--- src/rtl/xalu_pkg.sv ---
// Shared definitions for the XALU multiply/divide unit.
// Contents: operation encoding, top-level FSM state, divider phase,
// divider latency constant and a magnitude helper.
package xalu_pkg;

  // Operation encoding presented on the op port.
  typedef enum logic [2:0] {
    OP_MULT  = 3'd0,
    OP_MULTU = 3'd1,
    OP_DIV   = 3'd2,
    OP_DIVU  = 3'd3,
    OP_MTHI  = 3'd4,
    OP_MTLO  = 3'd5
  } op_t;

  // Top-level sequencer state.
  typedef enum logic [1:0] {
    ST_IDLE = 2'd0,
    ST_MUL  = 2'd1,
    ST_DIV  = 2'd2
  } state_t;

  // Divider phase: idle, 32 shift/subtract iterations, one sign-fixup cycle.
  typedef enum logic [1:0] {
    DV_IDLE = 2'd0,
    DV_RUN  = 2'd1,
    DV_FIX  = 2'd2
  } div_phase_t;

  // Fixed by the radix-2 divider: 32 iterations plus the fixup cycle.
  localparam int DIV_CYCLES = 33;

  // Magnitude of v when treated as signed (sgn=1); v itself otherwise.
  // 32'h80000000 maps to itself, which is its correct unsigned magnitude.
  function automatic logic [31:0] mag32(input logic [31:0] v, input logic sgn);
    return (sgn && v[31]) ? (~v + 32'd1) : v;
  endfunction

endpackage

--- src/rtl/xalu_divider.sv ---
// 32-bit iterative restoring divider, signed or unsigned.
// Divides operand magnitudes one quotient bit per cycle for 32 cycles, then
// spends one cycle with sign-corrected results presented on its outputs.
// Ports:
//   clk, resetn          clock, async active-low reset
//   start                one-cycle launch pulse (sampled only in DV_IDLE)
//   is_signed            1: DIV semantics, 0: DIVU semantics
//   dividend, divisor    operands, captured on the start edge
//   done                 high during the fixup cycle; results valid then
//   quotient, remainder  sign-corrected results (divide-by-zero handled here)
//   phase                current divider phase, for observation
//
// Handshake: start is a single-cycle request accepted only while phase is
// DV_IDLE (no ready signal; the caller must not start while busy). done is
// high for exactly one cycle, 33 cycles after the start edge, and quotient/
// remainder are valid only while done is high.
module xalu_divider
  import xalu_pkg::*;
(
  input  logic        clk,
  input  logic        resetn,
  input  logic        start,
  input  logic        is_signed,
  input  logic [31:0] dividend,
  input  logic [31:0] divisor,
  output logic        done,
  output logic [31:0] quotient,
  output logic [31:0] remainder,
  output div_phase_t  phase
);

  div_phase_t  phase_q, phase_d;
  logic [4:0]  iter;
  logic [31:0] rem;        // partial remainder (always < dvs)
  logic [31:0] quo;        // dividend bits shift out, quotient bits shift in
  logic [31:0] dvs;        // divisor magnitude
  logic [31:0] dividend_q; // raw dividend, returned as HI on divide-by-zero
  logic        neg_q;
  logic        neg_r;
  logic        div_zero;

  logic [32:0] partial;
  logic [32:0] trial;
  logic        q_bit;

  // One restoring step: bring down the next dividend bit, try a subtract.
  always_comb begin
    partial = {rem, quo[31]};
    trial   = partial - {1'b0, dvs};
    q_bit   = ~trial[32];
  end

  always_comb begin
    phase_d = phase_q;
    case (phase_q)
      DV_IDLE: if (start) phase_d = DV_RUN;
      DV_RUN:  if (iter == 5'd0) phase_d = DV_FIX;
      DV_FIX:  phase_d = DV_IDLE;
      default: phase_d = DV_IDLE;
    endcase
  end

  always_ff @(posedge clk or negedge resetn) begin
    if (!resetn) phase_q <= DV_IDLE;
    else         phase_q <= phase_d;
  end

  always_ff @(posedge clk or negedge resetn) begin
    if (!resetn) begin
      iter       <= 5'd0;
      rem        <= 32'd0;
      quo        <= 32'd0;
      dvs        <= 32'd0;
      dividend_q <= 32'd0;
      neg_q      <= 1'b0;
      neg_r      <= 1'b0;
      div_zero   <= 1'b0;
    end else begin
      if (phase_q == DV_IDLE && start) begin
        iter       <= 5'd31;
        rem        <= 32'd0;
        quo        <= mag32(dividend, is_signed);
        dvs        <= mag32(divisor, is_signed);
        dividend_q <= dividend;
        // Quotient negative when signs differ; remainder follows the dividend.
        neg_q      <= is_signed && (dividend[31] ^ divisor[31]);
        neg_r      <= is_signed && dividend[31];
        div_zero   <= (divisor == 32'd0);
      end else if (phase_q == DV_RUN) begin
        rem  <= q_bit ? trial[31:0] : partial[31:0];
        quo  <= {quo[30:0], q_bit};
        iter <= iter - 5'd1;
      end
    end
  end

  // Sign fixup is applied on the outputs; the fixup cycle is when they are used.
  always_comb begin
    done      = (phase_q == DV_FIX);
    quotient  = div_zero ? 32'hFFFF_FFFF : (neg_q ? (~quo + 32'd1) : quo);
    remainder = div_zero ? dividend_q    : (neg_r ? (~rem + 32'd1) : rem);
    phase     = phase_q;
  end

endmodule

--- src/rtl/xalu_muldiv.sv ---
// XALU multi-cycle multiply/divide unit owning the HI/LO registers.
// One operation per start pulse; busy stays high until HI/LO are written.
// Ports:
//   clk, resetn     clock, async active-low reset
//   start, op       launch request and operation code (xalu_pkg::op_t)
//   src_a, src_b    rs / rt operands
//   flush           kills a start in the same cycle; no effect on an op in flight
//   busy            operation in flight, HI/LO not yet valid
//   hi, lo          architectural HI/LO registers
//   state           sequencer state, for observation
//   div_phase       divider phase, for observation
//
// Handshake: start is accepted only when state is ST_IDLE and flush is low.
// busy is the registered "not ready" indication: it rises on the accepting
// edge and falls on the edge that writes HI/LO. A start may be issued in the
// first cycle busy is low; a start while busy is high is a protocol error.
module xalu_muldiv
  import xalu_pkg::*;
#(
  parameter int MULT_CYCLES = 4
) (
  input  logic        clk,
  input  logic        resetn,
  input  logic        start,
  input  logic [2:0]  op,
  input  logic [31:0] src_a,
  input  logic [31:0] src_b,
  input  logic        flush,
  output logic        busy,
  output logic [31:0] hi,
  output logic [31:0] lo,
  output state_t      state,
  output div_phase_t  div_phase
);

  state_t      state_q, state_d;
  logic [7:0]  counter;
  logic [31:0] a_q, b_q;
  logic        mul_signed;
  logic [63:0] product;

  logic        accept;
  logic        is_mul_op;
  logic        is_div_op;

  logic        div_done;
  logic [31:0] div_quo;
  logic [31:0] div_rem;

  always_comb begin
    accept    = start && !flush && (state_q == ST_IDLE);
    is_mul_op = (op == OP_MULT) || (op == OP_MULTU);
    is_div_op = (op == OP_DIV)  || (op == OP_DIVU);
  end

  // Sign-extending only for MULT lets one 64-bit multiply serve both forms.
  always_comb begin
    product = {{32{mul_signed & a_q[31]}}, a_q} * {{32{mul_signed & b_q[31]}}, b_q};
  end

  xalu_divider u_divider (
    .clk       (clk),
    .resetn    (resetn),
    .start     (accept && is_div_op),
    .is_signed (op == OP_DIV),
    .dividend  (src_a),
    .divisor   (src_b),
    .done      (div_done),
    .quotient  (div_quo),
    .remainder (div_rem),
    .phase     (div_phase)
  );

  always_comb begin
    state_d = state_q;
    case (state_q)
      ST_IDLE: begin
        if (accept && is_mul_op)      state_d = ST_MUL;
        else if (accept && is_div_op) state_d = ST_DIV;
      end
      ST_MUL:  if (counter == 8'd0) state_d = ST_IDLE;
      // The divider's done coincides with counter reaching zero.
      ST_DIV:  if (div_done) state_d = ST_IDLE;
      default: state_d = ST_IDLE;
    endcase
  end

  always_ff @(posedge clk or negedge resetn) begin
    if (!resetn) state_q <= ST_IDLE;
    else         state_q <= state_d;
  end

  always_ff @(posedge clk or negedge resetn) begin
    if (!resetn) begin
      counter    <= 8'd0;
      a_q        <= 32'd0;
      b_q        <= 32'd0;
      mul_signed <= 1'b0;
      hi         <= 32'd0;
      lo         <= 32'd0;
    end else begin
      if (state_q == ST_IDLE) begin
        if (accept && is_mul_op) begin
          counter    <= 8'(MULT_CYCLES - 1);
          a_q        <= src_a;
          b_q        <= src_b;
          mul_signed <= (op == OP_MULT);
        end else if (accept && is_div_op) begin
          counter <= 8'(DIV_CYCLES - 1);
        end
        if (accept && op == OP_MTHI) hi <= src_a;
        if (accept && op == OP_MTLO) lo <= src_a;
      end else if (counter != 8'd0) begin
        counter <= counter - 8'd1;
      end

      if (state_q == ST_MUL && counter == 8'd0) begin
        hi <= product[63:32];
        lo <= product[31:0];
      end
      if (state_q == ST_DIV && div_done) begin
        hi <= div_rem;
        lo <= div_quo;
      end
    end
  end

  always_comb begin
    busy  = (state_q != ST_IDLE);
    state = state_q;
  end

  // The decode-stage stall must keep new starts away while an op is in flight.
  assert property (@(posedge clk) disable iff (!resetn) !(start && busy));

endmodule
--- config.mk ---
export PLATFORM = sky130hd
export DESIGN_NAME = xalu_muldiv
export DESIGN_NICKNAME = d
export VERILOG_FILES = /design/src/rtl/xalu_pkg.sv /design/src/rtl/xalu_divider.sv /design/src/rtl/xalu_muldiv.sv
export SDC_FILE = /design/constraint.sdc
export NUM_CORES = 2
export LEC_CHECK = 0
export CAP_MARGIN = 20
export CORE_MARGIN = 2
export CORE_UTILIZATION = 35
export DETAILED_ROUTE_END_ITERATION = 7
export HOLD_SLACK_MARGIN = 0.02
export PLACE_DENSITY_LB_ADDON = 0.1
export SLEW_MARGIN = 20
export SYNTH_ARGS = -nofsm -noshare
export SYNTH_HDL_FRONTEND = slang
export SYNTH_SLANG_ARGS = --single-unit
--- constraint.sdc ---
create_clock -name clk -period 10.84 [get_ports clk]
set_input_delay 3.252 -clock clk [delete_from_list [all_inputs] [get_ports clk]]
set_output_delay 3.252 -clock clk [all_outputs]
set_load 0.01 [all_outputs]
# Word level (Yosys, flattened, before mapping)
# Cells that the tools add are included.
[totals]
register_bits = 277
out_inout_bits = 69
word_cells = 113
[classes]
add_sub_neg = 7
mul = 1
eq_ne = 14
muxes = 33
bitwise_logic = 8
reduce_logical = 34
[op_table]
columns = ["cell", "n"]
rows = [
  ["$mux W32", 19],
  ["$add A32 B1 Y32 const B", 4],
  ["$not A32 Y32", 4],
  ["$mul A33 B33 Y64", 1],
  ["$sub A33 B32 Y33", 1],
  ["$logic_not A32 Y1", 1],
  ["$mux W8", 4],
  ["$logic_and A1 B1 Y1", 12],
  ["$mux W2", 6],
  ["$mux W5", 2],
  ["$reduce_and A2 Y1", 5],
  ["$reduce_bool A3 Y1", 3],
  ["$logic_not A8 Y1", 1],
  ["$reduce_bool A8 Y1", 1],
  ["$sub A8 B1 Y8 const B", 1],
  ["$eq A3 B2 Y1 const B", 2],
  ["$eq A3 B3 Y1 const B", 2],
  ["$pmux W2 S3", 1],
  ["$reduce_bool A2 Y1", 3],
  ["$logic_not A5 Y1", 1],
  ["$sub A5 B1 Y5 const B", 1],
  ["$eq A2 B1 Y1 const B", 2],
  ["$eq A2 B2 Y1 const B", 2],
  ["$logic_not A2 Y1", 2],
  ["12 further kinds", 16],
]

# Longest topological paths before layout
[depth]
depth_word = 8
ltp_mapped = 31
mapped_depth_nobuf = 28

# Cells and area by module
# From an unflattened synthesis, not the netlist that was laid out.
[hier_totals]
hier_cells = 6125
area_unflattened_um2 = 54385.9
[by_module_without_submodules]
columns = ["mod", "n_inst", "cells_per_inst", "area_each_um2"]
rows = [
  ["xalu_muldiv", 1, 4781, 44069.8],
  ["xalu_divider", 1, 1344, 10316.1],
]

# Least setup slack after synthesis
# Ideal clock, no wire load.
[synth_path]
kind = "register to register"
startpoint = "reg a_q[31]"
endpoint = "reg hi[27]"
arrival_ps = 8138
required_ps = 10750
setup_slack_ps = 2612
stages_incl_launch_ff = 31
path_buffers = 3
synth_period_minus_slack_ps = 8228
path_cell_list = "dfrtp_1 -> clkbuf_1 -> and2_1 -> clkbuf_1 -> nand2_1 -> inv_1 -> fa_1 -> inv_1 -> fa_1 -> inv_1 -> fa_1 -> fa_1 -> inv_1 -> fa_1 -> inv_1 -> fa_1 -> inv_1 -> fa_1 -> fa_1 -> inv_1 -> ha_1 -> clkbuf_1 -> a21o_1 -> a21oi_1 -> and2_1 -> nand3b_1 -> o21ai_1 -> nor4b_2 -> o31ai_1 -> mux2_2 -> o221ai_1"
[synth_between]
elab_chain_cells = 4
[synth_rtl]
columns = ["item", "line", "rtl"]
rows = [
  ["start, declared", "xalu_muldiv.sv:38", "logic [31:0] a_q, b_q;"],
  ["start signal, assigned", "xalu_muldiv.sv:105", "a_q <= src_a;"],
  ["$and A1 B1 Y1", "xalu_muldiv.sv:58", "product = {{32{mul_signed & a_q[31]}}, a_q} * {{32{mul_signed & b_q[31]}}, b_q};"],
  ["$mul A33 B33 Y64 (*)", "xalu_muldiv.sv:58", ""],
  ["$mux W32 (*)", "xalu_muldiv.sv:117", "if (state_q == ST_MUL && counter == 8'd0) begin"],
  ["$mux W32 (*)", "xalu_muldiv.sv:121", "if (state_q == ST_DIV && div_done) begin"],
  ["end signal, assigned", "xalu_muldiv.sv:111", "if (accept && op == OP_MTHI) hi <= src_a;"],
  ["end signal, assigned", "xalu_muldiv.sv:118", "hi <= product[63:32];"],
  ["end signal, assigned", "xalu_muldiv.sv:122", "hi <= div_rem;"],
  ["end, declared", "xalu_muldiv.sv:30", "output logic [31:0] hi,"],
]
# Mark *: on every way between the ends. The rest lies on a longest branch, timed or not.
# A chain may end at the register's enable or synchronous reset.

# Final worst setup path
[layout_path]
startpoint = "reg mul_signed"
endpoint = "reg hi[27]"
[layout_between]
elab_chain_cells = 4
word_cells_on_any_way = 5
cone_classes = "1 x mul; 2 x mux; 2 x bitwise"
[layout_rtl]
columns = ["item", "line", "rtl"]
rows = [
  ["start, declared", "xalu_muldiv.sv:39", "logic mul_signed;"],
  ["start signal, assigned", "xalu_muldiv.sv:107", "mul_signed <= (op == OP_MULT);"],
  ["$and A1 B1 Y1", "xalu_muldiv.sv:58", ""],
  ["$mul A33 B33 Y64 (*)", "xalu_muldiv.sv:58", ""],
  ["$mux W32 (*)", "xalu_muldiv.sv:117", ""],
  ["$mux W32 (*)", "xalu_muldiv.sv:121", ""],
]
# Marked as above.

==> results.ini <==
[status]
status = completed

[global_routing]
first_global_vias = 44820
grt_first_pass_wirelength_mm = 286.3
maximum_number_of_pins_on_one_net_before_global_route_repair = 84
gr-usage-all-layers = 0.2410
grt_overflow = 0
antenna_found_initial = 7

[cells_and_area]
fin_nets = 7505
layout_commonest_cell = sky130_fd_sc_hd__nand2_1
layout_common_cells = sky130_fd_sc_hd__nand2_1, sky130_fd_sc_hd__inv_1, sky130_fd_sc_hd__fa_1, sky130_fd_sc_hd__and2_1, sky130_fd_sc_hd__dfrtp_1
layout-drive-gt1-share = 0.03976
layout-area-overhead-vs-synth_pct = 9.238

[logic_synthesis]
synth_seq_cells = 277
synth.cell_area_sq_um = 53980
synth-main-ff-cell = sky130_fd_sc_hd__dfrtp_1
synth_seq_area_share = 0.1284
syn_area_per_cell_sq_um = 8.846
synth_edf_count = 0
synthesis.yosys.warnings = 0
yosys.cell_types.count = 79
async_flop_share = 1.000
nets_in_the_synthesized_netlist = 7551
post_synth_inst_count = 6103

[setup_path]
startpoint_of_the_most_critical_register_to_register_path = mul_signed
cp_startpoint_kind = flip-flop
worst_ep_required_time_ps = 11310
worst-setup-path-type = reg2reg
cp.arrival_ps = 9800
setup.reg_to_reg.worst_slack_ps = 1510
worst_setup_path_end_kind = flip-flop
timing.critical_path.fanout_max = 13
worstRegToRegCells = 27
rr_endpoint = hi[27]
critPathCapture = hi[27]
cp-startpoint = mul_signed

[job]
maxCapViolCount = 0

[clocking]
clk-insertion-delay-late_ps = 570
numCtsBuffers = 38
cts_tree = built
cts_post_setup_buffers_inserted = 0
cts_repair_resize_count = 0
cts-root-buf = sky130_fd_sc_hd__clkbuf_16
cts.htree.levels = 2
ctsLongestPathBuffers = 3
postCtsHoldBufs = 0
clock-sinks = 277
cts.clk_slew.worst_paths_ps = 60

[drt]
routed_via_density = 5.086
dr_total_vias = 41370
detailroute.wirelength.met3_mm = 7.167
detail_route.wirelength.met1_mm = 80.73
route.detailed.drc = 0
drt_pass1_iterations = 8
drt_iter0_drc = 2551
wl_per_cell_um = 22.68
highest-signal-layer = met5
met2RoutedLength_mm = 90.79
postRouteAntennaNets = 0
finalWirelength_mm = 184.5

[timing]
fin_worst_skew_ps = 16.41
final.setup.tns_ps = 0
final_min_period_over_clock_period = 0.8609
slew_headroom = 0.2608
final_hold_viol_count = 0
rsz0062_at_grt = no
clock.fmax_mhz = 107.2
max_slew_violation_total_from_the_final_report = 0
min_period_ps = 9332
final_setup_vio_count = 0
worst_slew_pin_slew_ps = 1108

[min_path]
timing.hold.worst.class = reg2reg
hold_depth = 2

[placement]
gp_congestion = 0.8720
io_buffer_count = 139
dpl.hpwl_mm = 147.7

[floorplan]
floorplan.core_area_sq_um = 153700
die_area_sq_um = 157400
fp.dieH_um = 396.7
num_rows = 144
floorplan.initialDensity = 0.3513
die_width_um = 396.7
ios = 140

-- stage by stage --
stage          setup slack (ps)  utilization  instance area [sq um]  hold slack (ps)  std cells
2_1_floorplan              2612            -                  53980            436.8       6103
3_3_place_gp               1721       0.3751                  57650            455.0       8061
5_1_grt                    1050       0.3837                  58960            483.1       8131
6_report                   1508       0.3837                  58970            472.8       8134
3_5_place_dp               1631       0.3751                  57660            458.1       8061
4_1_cts                    1590       0.3837                  58960            472.1       8131
-- per-layer routing --
layer / vias up / GRT usage
met5: - / 0
met4: 8 / 0.06627
met3: 234 / 0.01866
met2: 928 / 0.4125
met1: 21800 / 0.3280
li1: 18410 / -
-- worst min-delay path by stage --
stage	start	endpoint	slack, ps
after CTS	u_divider.dividend_q[19]	u_divider.dividend_q[19]	470
after global routing	u_divider.dividend_q[19]	u_divider.dividend_q[19]	480
after global placement	u_divider.dividend_q[19]	u_divider.dividend_q[19]	450
after detailed placement	u_divider.dividend_q[9]	u_divider.dividend_q[9]	460
final	b_q[12]	b_q[12]	470
after floorplan	u_divider.dividend_q[17]	u_divider.dividend_q[17]	440
-- kinds of logic (layout without fill, tap and decap cells) --
family	count (synthesis)	after routing	synth area share
buf+inv	1526	1510	0.1063
xor+xnor	211	211	0.03423
flops	277	277	0.1284
simple gates	1951	1951	0.1646
fa+ha+maj	1377	1377	0.4757
compound gates	720	720	0.08295
mux	41	41	0.007764
other cells	0	3	0
-- synthesized netlist by cell type, types with 14 or more instances --
library cell,instances,share of area
sky130_fd_sc_hd__a21o_1,55,0.0076
sky130_fd_sc_hd__a21oi_1,156,0.014
sky130_fd_sc_hd__a22oi_1,16,0.0022
sky130_fd_sc_hd__a31oi_1,31,0.0036
sky130_fd_sc_hd__and2_1,349,0.040
sky130_fd_sc_hd__and3_1,28,0.0032
sky130_fd_sc_hd__buf_1,14,0.00097
sky130_fd_sc_hd__clkbuf_1,321,0.022
sky130_fd_sc_hd__dfrtp_1,277,0.13
sky130_fd_sc_hd__fa_1,1126,0.42
sky130_fd_sc_hd__ha_1,251,0.058
sky130_fd_sc_hd__inv_1,1183,0.082
sky130_fd_sc_hd__mux2i_1,34,0.0063
sky130_fd_sc_hd__nand2_1,1193,0.083
sky130_fd_sc_hd__nand2b_1,18,0.0021
sky130_fd_sc_hd__nand3_1,36,0.0033
sky130_fd_sc_hd__nand4_1,15,0.0017
sky130_fd_sc_hd__nor2_1,152,0.011
sky130_fd_sc_hd__nor3_1,41,0.0038
sky130_fd_sc_hd__nor4_1,18,0.0021
sky130_fd_sc_hd__o211ai_1,21,0.0029
sky130_fd_sc_hd__o21a_1,16,0.0022
sky130_fd_sc_hd__o21ai_0,228,0.021
sky130_fd_sc_hd__o21ai_1,21,0.0019
sky130_fd_sc_hd__o21bai_1,17,0.0024
sky130_fd_sc_hd__o22ai_1,38,0.0044
sky130_fd_sc_hd__o31ai_1,23,0.0032
sky130_fd_sc_hd__o41ai_1,15,0.0024
sky130_fd_sc_hd__or3_1,15,0.0017
sky130_fd_sc_hd__xnor2_1,118,0.019
sky130_fd_sc_hd__xor2_1,93,0.015
-- state kept, by name, indices dropped and copies added, names as in the netlist, 2 cells and up --
signal                count
u_divider.phase           2
lo                       32
a_q                      32
u_divider.dvs            32
counter                   8
state                     2
u_divider.rem            32
u_divider.iter            5
hi                       32
u_divider.quo            32
u_divider.dividend_q     32
b_q                      32
-- critical path, stage by stage (launching register included) --
cell	delay [ps]
sky130_fd_sc_hd__dfrtp_1	330
sky130_fd_sc_hd__and2_1	560
sky130_fd_sc_hd__nand2_1	260
sky130_fd_sc_hd__inv_1	130
sky130_fd_sc_hd__fa_1	400
sky130_fd_sc_hd__inv_1	240
sky130_fd_sc_hd__fa_1	500
sky130_fd_sc_hd__inv_1	230
sky130_fd_sc_hd__fa_1	500
sky130_fd_sc_hd__fa_1	900
sky130_fd_sc_hd__inv_1	370
sky130_fd_sc_hd__fa_1	570
sky130_fd_sc_hd__inv_1	60
sky130_fd_sc_hd__fa_1	530
sky130_fd_sc_hd__inv_1	50
sky130_fd_sc_hd__fa_1	440
sky130_fd_sc_hd__fa_1	490
sky130_fd_sc_hd__inv_1	40
sky130_fd_sc_hd__ha_1	390
sky130_fd_sc_hd__a21o_1	200
sky130_fd_sc_hd__a21oi_1	210
sky130_fd_sc_hd__and2_1	180
sky130_fd_sc_hd__nand3b_1	80
sky130_fd_sc_hd__o21ai_1	410
sky130_fd_sc_hd__nor4b_2	120
sky130_fd_sc_hd__o31ai_1	480
sky130_fd_sc_hd__mux2_2	390
sky130_fd_sc_hd__o221ai_1	160
-- cell type report --
type	count	area, sq um
inverters	1183	4441
multi-input cells	4300	41370
clock inverters	6	105.1
repair buffers	257	2345
flip-flops and latches	277	6944
clock buffers	64	1202
diodes	3	7.507
fillers	15870	94720
well taps	2044	2557
Power is left out: the tool's default activity adds up to more than one toggle a clock period on the data nets, which glitch-free logic cannot reach.
